<file path="config.mk">
export PLATFORM = sky130hd
export DESIGN_NAME = spim_xfer
export DESIGN_NICKNAME = d
export VERILOG_FILES = /design/src/rtl/spim_xfer_pkg.sv /design/src/rtl/spim_xfer.sv
export SDC_FILE = /design/constraint.sdc
export NUM_CORES = 1
export LEC_CHECK = 0
export BUFFER_PORTS_ARGS = -buffer_cell sky130_fd_sc_hd__buf_4
export CAP_MARGIN = 40
export CORE_ASPECT_RATIO = 1.4
export CORE_MARGIN = 4
export CORE_UTILIZATION = 55
export DETAILED_ROUTE_END_ITERATION = 7
export GPL_TIMING_DRIVEN = 0
export PLACE_DENSITY = 0.91
export SLEW_MARGIN = 20
export SYNTH_ARGS = -nofsm -noshare
export SYNTH_HDL_FRONTEND = slang
export SYNTH_SLANG_ARGS = --single-unit
</file>
<file path="constraint.sdc">
create_clock -name clk -period 2.8 [get_ports clk]
set_clock_uncertainty 0.1 [all_clocks]
set_input_delay 0.14 -clock clk [delete_from_list [all_inputs] [get_ports clk]]
set_output_delay 0.14 -clock clk [all_outputs]
set_load 0.01 [all_outputs]
</file>
<file path="src/rtl/spim_xfer_pkg.sv">
`default_nettype none
// ============================================================================
//  Module   : spim_xfer_pkg
//  Brief    : Shared encodings for the SPI master transaction sequencer and
//             the byte engine it drives.
//  Revision : 1.0  initial release
// ============================================================================
package spim_xfer_pkg;

    // Byte-engine operation codes
    typedef enum logic [1:0] {
        Oper_None  = 2'd0,
        Oper_Write = 2'd1,
        Oper_Read  = 2'd2,
        Oper_Dummy = 2'd3
    } oper_t;

    // Bus width used by the engine for a phase
    typedef enum logic [1:0] {
        PhaseMode_1bit = 2'd0,
        PhaseMode_2bit = 2'd1,
        PhaseMode_4bit = 2'd2
    } phase_mode_t;

    // Largest address phase the sequencer will ever emit
    localparam int c_MAX_ADDR_BYTES = 4;

    // Limit a requested address byte count to what the address register holds
    function automatic logic [2:0] clamp_addr_bytes(input logic [2:0] n,
                                                    input logic [2:0] max_n);
        return (n > max_n) ? max_n : n;
    endfunction

endpackage
`default_nettype wire

</file>
<file path="src/rtl/spim_xfer.sv">
`default_nettype none
// ============================================================================
//  Module   : spim_xfer
//  Brief    : Flash-style transaction sequencer. Walks the instruction,
//             address, dummy and data phases as a series of byte-engine
//             operations, owns chip-select and bridges the TX/RX streams.
//  Revision : 1.0  initial release
// ============================================================================
module spim_xfer
    import spim_xfer_pkg::*;
#(
    parameter int ADDR_W  = 32,
    parameter int LEN_W   = 16,
    parameter int CS_IDLE = 2
)(
    input  logic              clk,
    input  logic              rst_n,
    input  logic              start,
    input  logic              abort,
    output logic              busy,
    output logic              done,
    input  logic              cfg_inst_en,
    input  logic [7:0]        cfg_inst,
    input  logic [1:0]        cfg_inst_mode,
    input  logic [ADDR_W-1:0] cfg_addr,
    input  logic [2:0]        cfg_addr_bytes,
    input  logic [1:0]        cfg_addr_mode,
    input  logic [4:0]        cfg_dummy,
    input  logic [1:0]        cfg_data_mode,
    input  logic              cfg_data_dir,
    input  logic [LEN_W-1:0]  cfg_data_len,
    input  logic [7:0]        tx_data,
    input  logic              tx_valid,
    output logic              tx_ready,
    output logic [7:0]        rx_data,
    output logic              rx_valid,
    input  logic              rx_ready,
    output logic              eng_clr_n,
    output logic [1:0]        eng_boper,
    output logic [1:0]        eng_bmode,
    output logic [7:0]        eng_tbyte,
    output logic [4:0]        eng_dummy,
    input  logic [7:0]        eng_rbyte,
    input  logic              eng_bdone,
    output logic              spi_cs_n
);

    localparam int c_ADDR_BYTES = (ADDR_W / 8 > c_MAX_ADDR_BYTES) ? c_MAX_ADDR_BYTES : ADDR_W / 8;
    localparam int c_HOLD_W     = (CS_IDLE > 1) ? $clog2(CS_IDLE) : 1;

    typedef enum logic [2:0] {
        S_IDLE     = 3'd0,
        S_CS_SETUP = 3'd1,
        S_INST     = 3'd2,
        S_ADDR     = 3'd3,
        S_DUMMY    = 3'd4,
        S_DATA     = 3'd5,
        S_CS_HOLD  = 3'd6
    } state_t;

    state_t              r_state;
    logic                r_wait;       // op issued, engine has not reported bdone yet
    logic                r_inst_en;
    logic [7:0]          r_inst;
    logic [1:0]          r_inst_mode;
    logic [ADDR_W-1:0]   r_addr_sh;    // next address byte always sits in the top 8 bits
    logic [2:0]          r_addr_cnt;
    logic [1:0]          r_addr_mode;
    logic [4:0]          r_dummy;
    logic [1:0]          r_data_mode;
    logic                r_data_dir;
    logic [LEN_W-1:0]    r_len;
    logic [c_HOLD_W-1:0] r_hold_cnt;

    logic [2:0]          w_abytes;
    logic [5:0]          w_addr_shift;
    state_t              w_after_dummy;
    state_t              w_after_addr;
    state_t              w_after_inst;
    state_t              w_after_setup;
    logic                w_bdone;
    logic                w_issue;
    oper_t               w_op;
    logic [7:0]          w_byte;
    logic [1:0]          w_mode;
    logic                w_phase_end;
    state_t              w_adv_state;

    // Left-align the requested address bytes so they leave MSB first
    assign w_abytes     = clamp_addr_bytes(cfg_addr_bytes, 3'(c_ADDR_BYTES));
    assign w_addr_shift = 6'(ADDR_W) - {w_abytes, 3'b000};

    // Skip chain: each phase falls through to the next enabled one
    assign w_after_dummy = (r_len != '0)        ? S_DATA  : S_CS_HOLD;
    assign w_after_addr  = (r_dummy != 5'd0)    ? S_DUMMY : w_after_dummy;
    assign w_after_inst  = (r_addr_cnt != 3'd0) ? S_ADDR  : w_after_addr;
    assign w_after_setup = r_inst_en            ? S_INST  : w_after_inst;

    // Per-phase op selection, issue permission and phase-complete detection
    always_comb begin
        w_bdone     = r_wait && eng_bdone;
        w_issue     = 1'b0;
        w_op        = Oper_None;
        w_byte      = 8'h00;
        w_mode      = PhaseMode_1bit;
        w_phase_end = 1'b0;
        w_adv_state = r_state;
        case (r_state)
            S_CS_SETUP: begin
                w_phase_end = 1'b1;
                w_adv_state = w_after_setup;
            end
            S_INST: begin
                w_issue     = !r_wait;
                w_op        = Oper_Write;
                w_byte      = r_inst;
                w_mode      = r_inst_mode;
                w_phase_end = w_bdone;
                w_adv_state = w_after_inst;
            end
            S_ADDR: begin
                w_issue     = !r_wait;
                w_op        = Oper_Write;
                w_byte      = r_addr_sh[ADDR_W-1 -: 8];
                w_mode      = r_addr_mode;
                w_phase_end = w_bdone && (r_addr_cnt == 3'd1);
                w_adv_state = w_after_addr;
            end
            S_DUMMY: begin
                w_issue     = !r_wait;
                w_op        = Oper_Dummy;
                w_mode      = r_data_mode;
                w_phase_end = w_bdone;
                w_adv_state = w_after_dummy;
            end
            S_DATA: begin
                w_mode      = r_data_mode;
                w_adv_state = S_CS_HOLD;
                if (r_data_dir) begin
                    // A new read waits until the previous byte has been handed off
                    w_op        = Oper_Read;
                    w_issue     = !r_wait && !rx_valid && (r_len != '0);
                    w_phase_end = !r_wait && rx_valid && rx_ready && (r_len == '0);
                end else begin
                    w_op        = Oper_Write;
                    w_byte      = tx_data;
                    w_issue     = !r_wait && tx_valid && (r_len != '0);
                    w_phase_end = w_bdone && (r_len == LEN_W'(1));
                end
            end
            default: ;
        endcase
    end

    // Transaction FSM with registered engine, stream and chip-select outputs
    always_ff @(posedge clk or negedge rst_n) begin
        if (!rst_n) begin
            r_state     <= S_IDLE;
            r_wait      <= 1'b0;
            r_inst_en   <= 1'b0;
            r_inst      <= 8'h00;
            r_inst_mode <= 2'd0;
            r_addr_sh   <= '0;
            r_addr_cnt  <= 3'd0;
            r_addr_mode <= 2'd0;
            r_dummy     <= 5'd0;
            r_data_mode <= 2'd0;
            r_data_dir  <= 1'b0;
            r_len       <= '0;
            r_hold_cnt  <= '0;
            busy        <= 1'b0;
            done        <= 1'b0;
            tx_ready    <= 1'b0;
            rx_data     <= 8'h00;
            rx_valid    <= 1'b0;
            eng_clr_n   <= 1'b1;
            eng_boper   <= Oper_None;
            eng_bmode   <= PhaseMode_1bit;
            eng_tbyte   <= 8'h00;
            eng_dummy   <= 5'd0;
            spi_cs_n    <= 1'b1;
        end else begin
            done      <= 1'b0;
            tx_ready  <= 1'b0;
            eng_clr_n <= 1'b1;
            eng_boper <= Oper_None;

            if (start && (r_state == S_IDLE)) begin
                r_inst_en   <= cfg_inst_en;
                r_inst      <= cfg_inst;
                r_inst_mode <= cfg_inst_mode;
                r_addr_sh   <= cfg_addr << w_addr_shift;
                r_addr_cnt  <= w_abytes;
                r_addr_mode <= cfg_addr_mode;
                r_dummy     <= cfg_dummy;
                r_data_mode <= cfg_data_mode;
                r_data_dir  <= cfg_data_dir;
                r_len       <= cfg_data_len;
                r_wait      <= 1'b0;
                busy        <= 1'b1;
                spi_cs_n    <= 1'b0;
                r_state     <= S_CS_SETUP;
            end else if (abort && (r_state != S_IDLE) && (r_state != S_CS_HOLD)) begin
                // Hold already ends the transaction, so abort only matters before it
                eng_clr_n  <= 1'b0;
                rx_valid   <= 1'b0;
                r_wait     <= 1'b0;
                spi_cs_n   <= 1'b1;
                done       <= 1'b1;
                r_hold_cnt <= c_HOLD_W'(CS_IDLE - 1);
                r_state    <= S_CS_HOLD;
            end else begin
                if (w_issue) begin
                    eng_boper <= w_op;
                    eng_bmode <= w_mode;
                    eng_tbyte <= w_byte;
                    eng_dummy <= r_dummy;
                    r_wait    <= 1'b1;
                    tx_ready  <= (r_state == S_DATA) && !r_data_dir;
                end

                if (rx_valid && rx_ready) begin
                    rx_valid <= 1'b0;
                end

                if (w_bdone) begin
                    r_wait <= 1'b0;
                    if (r_state == S_ADDR) begin
                        r_addr_cnt <= r_addr_cnt - 3'd1;
                        r_addr_sh  <= r_addr_sh << 8;
                    end
                    if (r_state == S_DATA) begin
                        r_len <= r_len - LEN_W'(1);
                        if (r_data_dir) begin
                            rx_data  <= eng_rbyte;
                            rx_valid <= 1'b1;
                        end
                    end
                end

                if (w_phase_end) begin
                    r_state <= w_adv_state;
                    if (w_adv_state == S_CS_HOLD) begin
                        spi_cs_n   <= 1'b1;
                        done       <= 1'b1;
                        r_hold_cnt <= c_HOLD_W'(CS_IDLE - 1);
                    end
                end

                if (r_state == S_CS_HOLD) begin
                    if (r_hold_cnt == '0) begin
                        busy    <= 1'b0;
                        r_state <= S_IDLE;
                    end else begin
                        r_hold_cnt <= r_hold_cnt - c_HOLD_W'(1);
                    end
                end
            end
        end
    end

endmodule
`default_nettype wire

</file>
=== Word level (Yosys, flattened, before mapping) ===
Index checks and enable logic that the tools add are counted.
Widths: inputs -> output; s select.

* Register bits after elaboration: 108
* Word-level logic and storage cells: 151

* Add/sub/neg operators: 4
* Order comparisons: 1
* Eq/ne operators: 12
* Shift-type cells: 1
* Multiplexer cells: 66
* Bitwise operators: 2
* Reduce and logical (&&, ||, !) cells: 41

{| class="wikitable"
|+ Operators with widths
! kind !! number
|-
| $mux 32 || 4
|-
| $mux 16 || 4
|-
| $mux 3 || 12
|-
| $mux 1 || 33
|-
| $shl 32x6->32 || 1
|-
| $pmux 8 s3 || 1
|-
| $eq 16x1->1 const B || 1
|-
| $logic_not 16->1 || 1
|-
| $reduce_bool 16->1 || 1
|-
| $sub 16x1->16 const B || 1
|-
| $logic_and 1x1->1 || 15
|-
| $pmux 3 s5 || 1
|-
| $eq 3x3->1 const B || 4
|-
| $mux 2 || 6
|-
| $pmux 2 s3 || 2
|-
| $reduce_and 3->1 || 4
|-
| $reduce_bool 3->1 || 4
|-
| $mux 8 || 1
|-
| $reduce_bool 2->1 || 4
|-
| $eq 3x1->1 const B || 2
|-
| $eq 3x2->1 const B || 2
|-
| $reduce_or 2->1 || 3
|-
| $sub 6x6->6 const A || 1
|-
| $reduce_and 5->1 || 1
|-
| other kinds (15) || 18
|}

=== Depth between registers and ports, before layout ===
* Depth in word-level cells: 12
* Mapped depth: 10
* Mapped depth without buffers: 8

=== Worst setup path before layout ===
No wires, ideal clock.

* Path kind: reg2reg
* Start point: reg r_len[0]
* End point: reg eng_dummy[0]
* Library setup time: 125 ps
* Data arrival time: 2213 ps
* Setup slack: 361 ps
* Stages on the path, launching flop included: 10
* Path buffers: 1
* Cells stage by stage: dfrtp_1 inv_1 ha_1 or4b_2 nor4_2 o21a_1 o21ai_2 and2_4 buf_6 mux2_4

* Cells in the longest elaborated chain, start to end: 5
* Elaborated cells on any way between the ends: 6

{| class="wikitable"
|+ RTL lines
! item !! RTL line !! source
|-
| from (decl) || spim_xfer.sv:72 || <nowiki>logic [LEN_W-1:0] r_len;</nowiki>
|-
| from (signal assigned) || spim_xfer.sv:198 || <nowiki>r_len <= cfg_data_len;</nowiki>
|-
| from (signal assigned) || spim_xfer.sv:233 || <nowiki>r_len <= r_len - LEN_W'(1);</nowiki>
|-
| $reduce_bool 16->1 * || spim_xfer.sv:142, spim_xfer.sv:147 ||
|-
| $logic_and 1x1->1, on equally long branches || spim_xfer.sv:147, spim_xfer.sv:142 ||
|-
| $mux 1 * || spim_xfer.sv:139 || <nowiki>if (r_data_dir) begin</nowiki>
|-
| $pmux 1 s2 * || spim_xfer.sv:108 || <nowiki>case (r_state)</nowiki>
|-
| $reduce_and 3->1 (no line) * || n/a ||
|-
| to (signal assigned) || spim_xfer.sv:217 || <nowiki>eng_dummy <= r_dummy;</nowiki>
|-
| to (decl) || spim_xfer.sv:42 || <nowiki>output logic [4:0] eng_dummy,</nowiki>
|}

Every way passes the cells marked *; elsewhere a longest branch is shown, timed or not.
A chain may end at the register's enable or synchronous reset.

=== Worst setup path after layout ===
* Start point: reg r_len[1]
* End point: reg eng_dummy[2]

The elaborated chain is that of the path after synthesis.

==> flow_summary.json <==
{
  "path_cells": "inv_2 -> ha_2 -> or4b_4 -> nor4_4 -> o21a_1 -> o21ai_2 -> and2_4 -> buf_6 -> mux2_4",
  "arrival_ns": 2.76,
  "worst_pin_slew_ns": 0.7705,
  "relSlewSlack": 0.4824,
  "avgViaCountPerCell": 6.054,
  "drtIter0Drc": 450,
  "hpwl_mm": 12.20,
  "grt_usage": 0.3004,
  "use_met1": 0.3494,
  "finalSetupViolations": 0,
  "grt_pass1_wl_mm": 28.94,
  "grt_antenna_before_repair": 1,
  "initial_core_util": 0.5709,
  "top_usage_layer": "met2",
  "violations": "hold timing",
  "synthDistinctLibCells": 56,
  "grt_max_degree": 67,
  "numClockSinks": 108,
  "synth_edf_count": 0,
  "syn_inst": 637,
  "first_global_vias": 5979,
  "yosysWarningCount": 0,
  "async_reset_ff_frac": 1.000,
  "route.detailed.drc": 0,
  "layout_common_cells": "buf_4, nand2_1, dfrtp_1",
  "p_leak_uw": 0.003535,
  "layout.nets": 927,
  "core_um2": 10060,
  "syn_to_final_growth_pct": 34.26,
  "die-area_um2": 12170,
  "slew_violations": 0,
  "fin_util": 0.7666,
  "post-route-period-util": 0.9378,
  "fin_total_pwr_uw": 7282,
  "cp.required_ns": 2.94,
  "worst_hold_path_type": "in -> reg",
  "status": "finished with violations",
  "place_ws_ns": -0.1771,
  "gp_congestion": 0.9344,
  "portBuffers": 125,
  "cts-htree-levels": 3,
  "fillCellCount": 689,
  "fmax_ghz": 0.3808,
  "min_period_ns": 2.626,
  "final_common_cell": "buf_4",
  "synth.avg_cell_area_um2": 9.018,
  "ios": 126,
  "grt_util_met3": 0.04444,
  "ys_ff_latch": 108,
  "yosysSeqAreaShare": 0.4709,
  "gr-usage-met2": 0.5385,
  "die_h_um": 128.9,
  "start_kind": "register",
  "power_density_nw_per_um2": 944.2,
  "cts_buffer_depth": 2,
  "grt-ovfl-total": 0,
  "wl_per_cell_um": 18.47,
  "final_layout_size_suffix_gt1_frac": 0.2313,
  "place_area_um2": 6893,
  "crit_type": "reg -> reg",
  "cp-end-kind": "register",
  "root_buffer": "clkbuf_16",
  "vias": 5848,
  "rows": 43,
  "slowest_delay_ns": 0.48,
  "cp_max_fo": 8,
  "cpMaxStageDelayCell": "or4b_4",
  "syn-num-nets": 739,
  "setup_slack_ns": 0.1742,
  "hold_viol": 1,
  "vdd_drop_max_uv": 451.8,
  "synth_flop_cell": "dfrtp_1",
  "drv_cap": 0,
  "hold-worst-slack_ns": -0.002736,
  "final_area_um2": 7712,
  "rsz0062_at_grt": "false",
  "routed_wl_mm": 17.84,
  "synth_area_um2": 5744,
  "die_w_um": 94.37,
  "ant_nets": 0,
  "path_clk_slew_ns": 0.08,
  "cts_tree": "done",
  "insertion_delay_ns": 0.36,
  "numCtsBuffers": 9,
  "first_pass_iters": 5
}
==> synth_stat cells, types with 7 or more instances <==
master	number	area share
nor3_1	14	0.012
a21oi_1	57	0.050
mux2i_1	28	0.049
nor2_1	31	0.020
o21ai_0	71	0.062
buf_1	10	0.0065
a22o_1	10	0.015
inv_1	9	0.0059
clkbuf_1	28	0.018
a22oi_1	27	0.035
mux2_2	17	0.033
nand2_1	121	0.079
nand3_1	16	0.014
ha_1	7	0.015
dfrtp_1	106	0.46
==> sequential cells by signal, summed over array words and instances, names as in the netlist <==
signal       flops
busy             1
done             1
eng_bmode        2
eng_boper        2
eng_clr_n        1
eng_dummy        5
eng_tbyte        8
r_addr_cnt       3
r_addr_mode      2
r_addr_sh       32
r_data_dir       1
r_data_mode      2
r_dummy          5
r_hold_cnt       1
r_inst           8
r_inst_en        1
r_inst_mode      2
r_len           16
r_state          3
r_wait           1
rx_data          8
rx_valid         1
spi_cs_n         1
tx_ready         1
==> path summary, 6_finish.rpt <==
path | startpoint | slack [ns] | cells past startpoint | to
setup / recovery | r_len[1] | 0.17 | 9 | eng_dummy[2]
hold / removal | tx_data[7] | -0.003 | 3 | eng_tbyte[7]
setup reg to reg | r_len[1] | 0.17 | 9 | eng_dummy[2]
hold reg to reg | r_inst[3] | 0.38 | 2 | r_inst[3]
max in group asynchronous | rst_n | 1.77 | 3 | r_data_mode[0]
min in group asynchronous | rst_n | 0.18 | 2 | r_len[4]
==> per-layer routing <==
| metal | wire [µm] | vias up |
|---|---|---|
| li1 | - | 2655 |
| met1 | 6552 | 2793 |
| met2 | 9381 | 334 |
| met3 | 1218 | 66 |
| met4 | 686 | 0 |
| met5 | 0 | - |
==> logic make-up (layout without fill, tap and decap cells) <==
group	after synthesis	count (layout)	synth area share
adder cells (fa/ha/maj)	7	7	0.01525
multiplexers	50	50	0.09519
AND/OR/NAND/NOR	219	219	0.1727
flip-flops	108	108	0.4709
AO/OA/AOI/OAI	197	197	0.2050
buffers and inverters	55	248	0.03942
XOR/XNOR	1	1	0.001525
other	0	1	0
==> final cells by class <==
cell class              instances  area [µm²]  area share
inverters                      11       41.29    0.005354
plain buffers                  44       191.4     0.02482
clock buffers                   9       225.2     0.02920
flip-flops and latches        108        2705      0.3507
well taps                     135       168.9     0.02190
clock inverters                 7       82.58     0.01071
repair buffers                177        1468      0.1903
diodes                          1       2.502   0.0003245
multi-input cells             474        2828      0.3666
==> power by group <==
group	switching (µW)	internal, µW	total [µW]	leakage, µW
sequential	521	2240	2760	0.00137
combinational	1780	1400	3180	0.00202
clock	629	710	1340	0.000150
==> through the flow <==
step                setup TNS (ns)  std cells
finish                           0        966
global route                     0        966
CTS                              0        964
detailed placement          -1.293        900
global placement            -1.276        897
floorplan                        0        637
==> worst max-delay path, delay by kind of cell, from the launching register on <==
family | cells | cell delay, ns
compound gates | 2 | 0.30
fa+ha+maj | 1 | 0.20
buf+inv | 2 | 0.24
flops | 1 | 0.41
mux | 1 | 0.30
simple gates | 3 | 0.97
==> what timing repair did <==
| item | CTS | global route |
|---|---|---|
| resized for setup | 0 | 14 |
| hold buffers | 48 | 0 |
| endpoints found under the setup margin | 0 | 46 |
| setup buffers | 0 | 1 |
| hold endpoints to repair | 89 | 0 |
No activity file was read; power rests on OpenSTA's default activity.
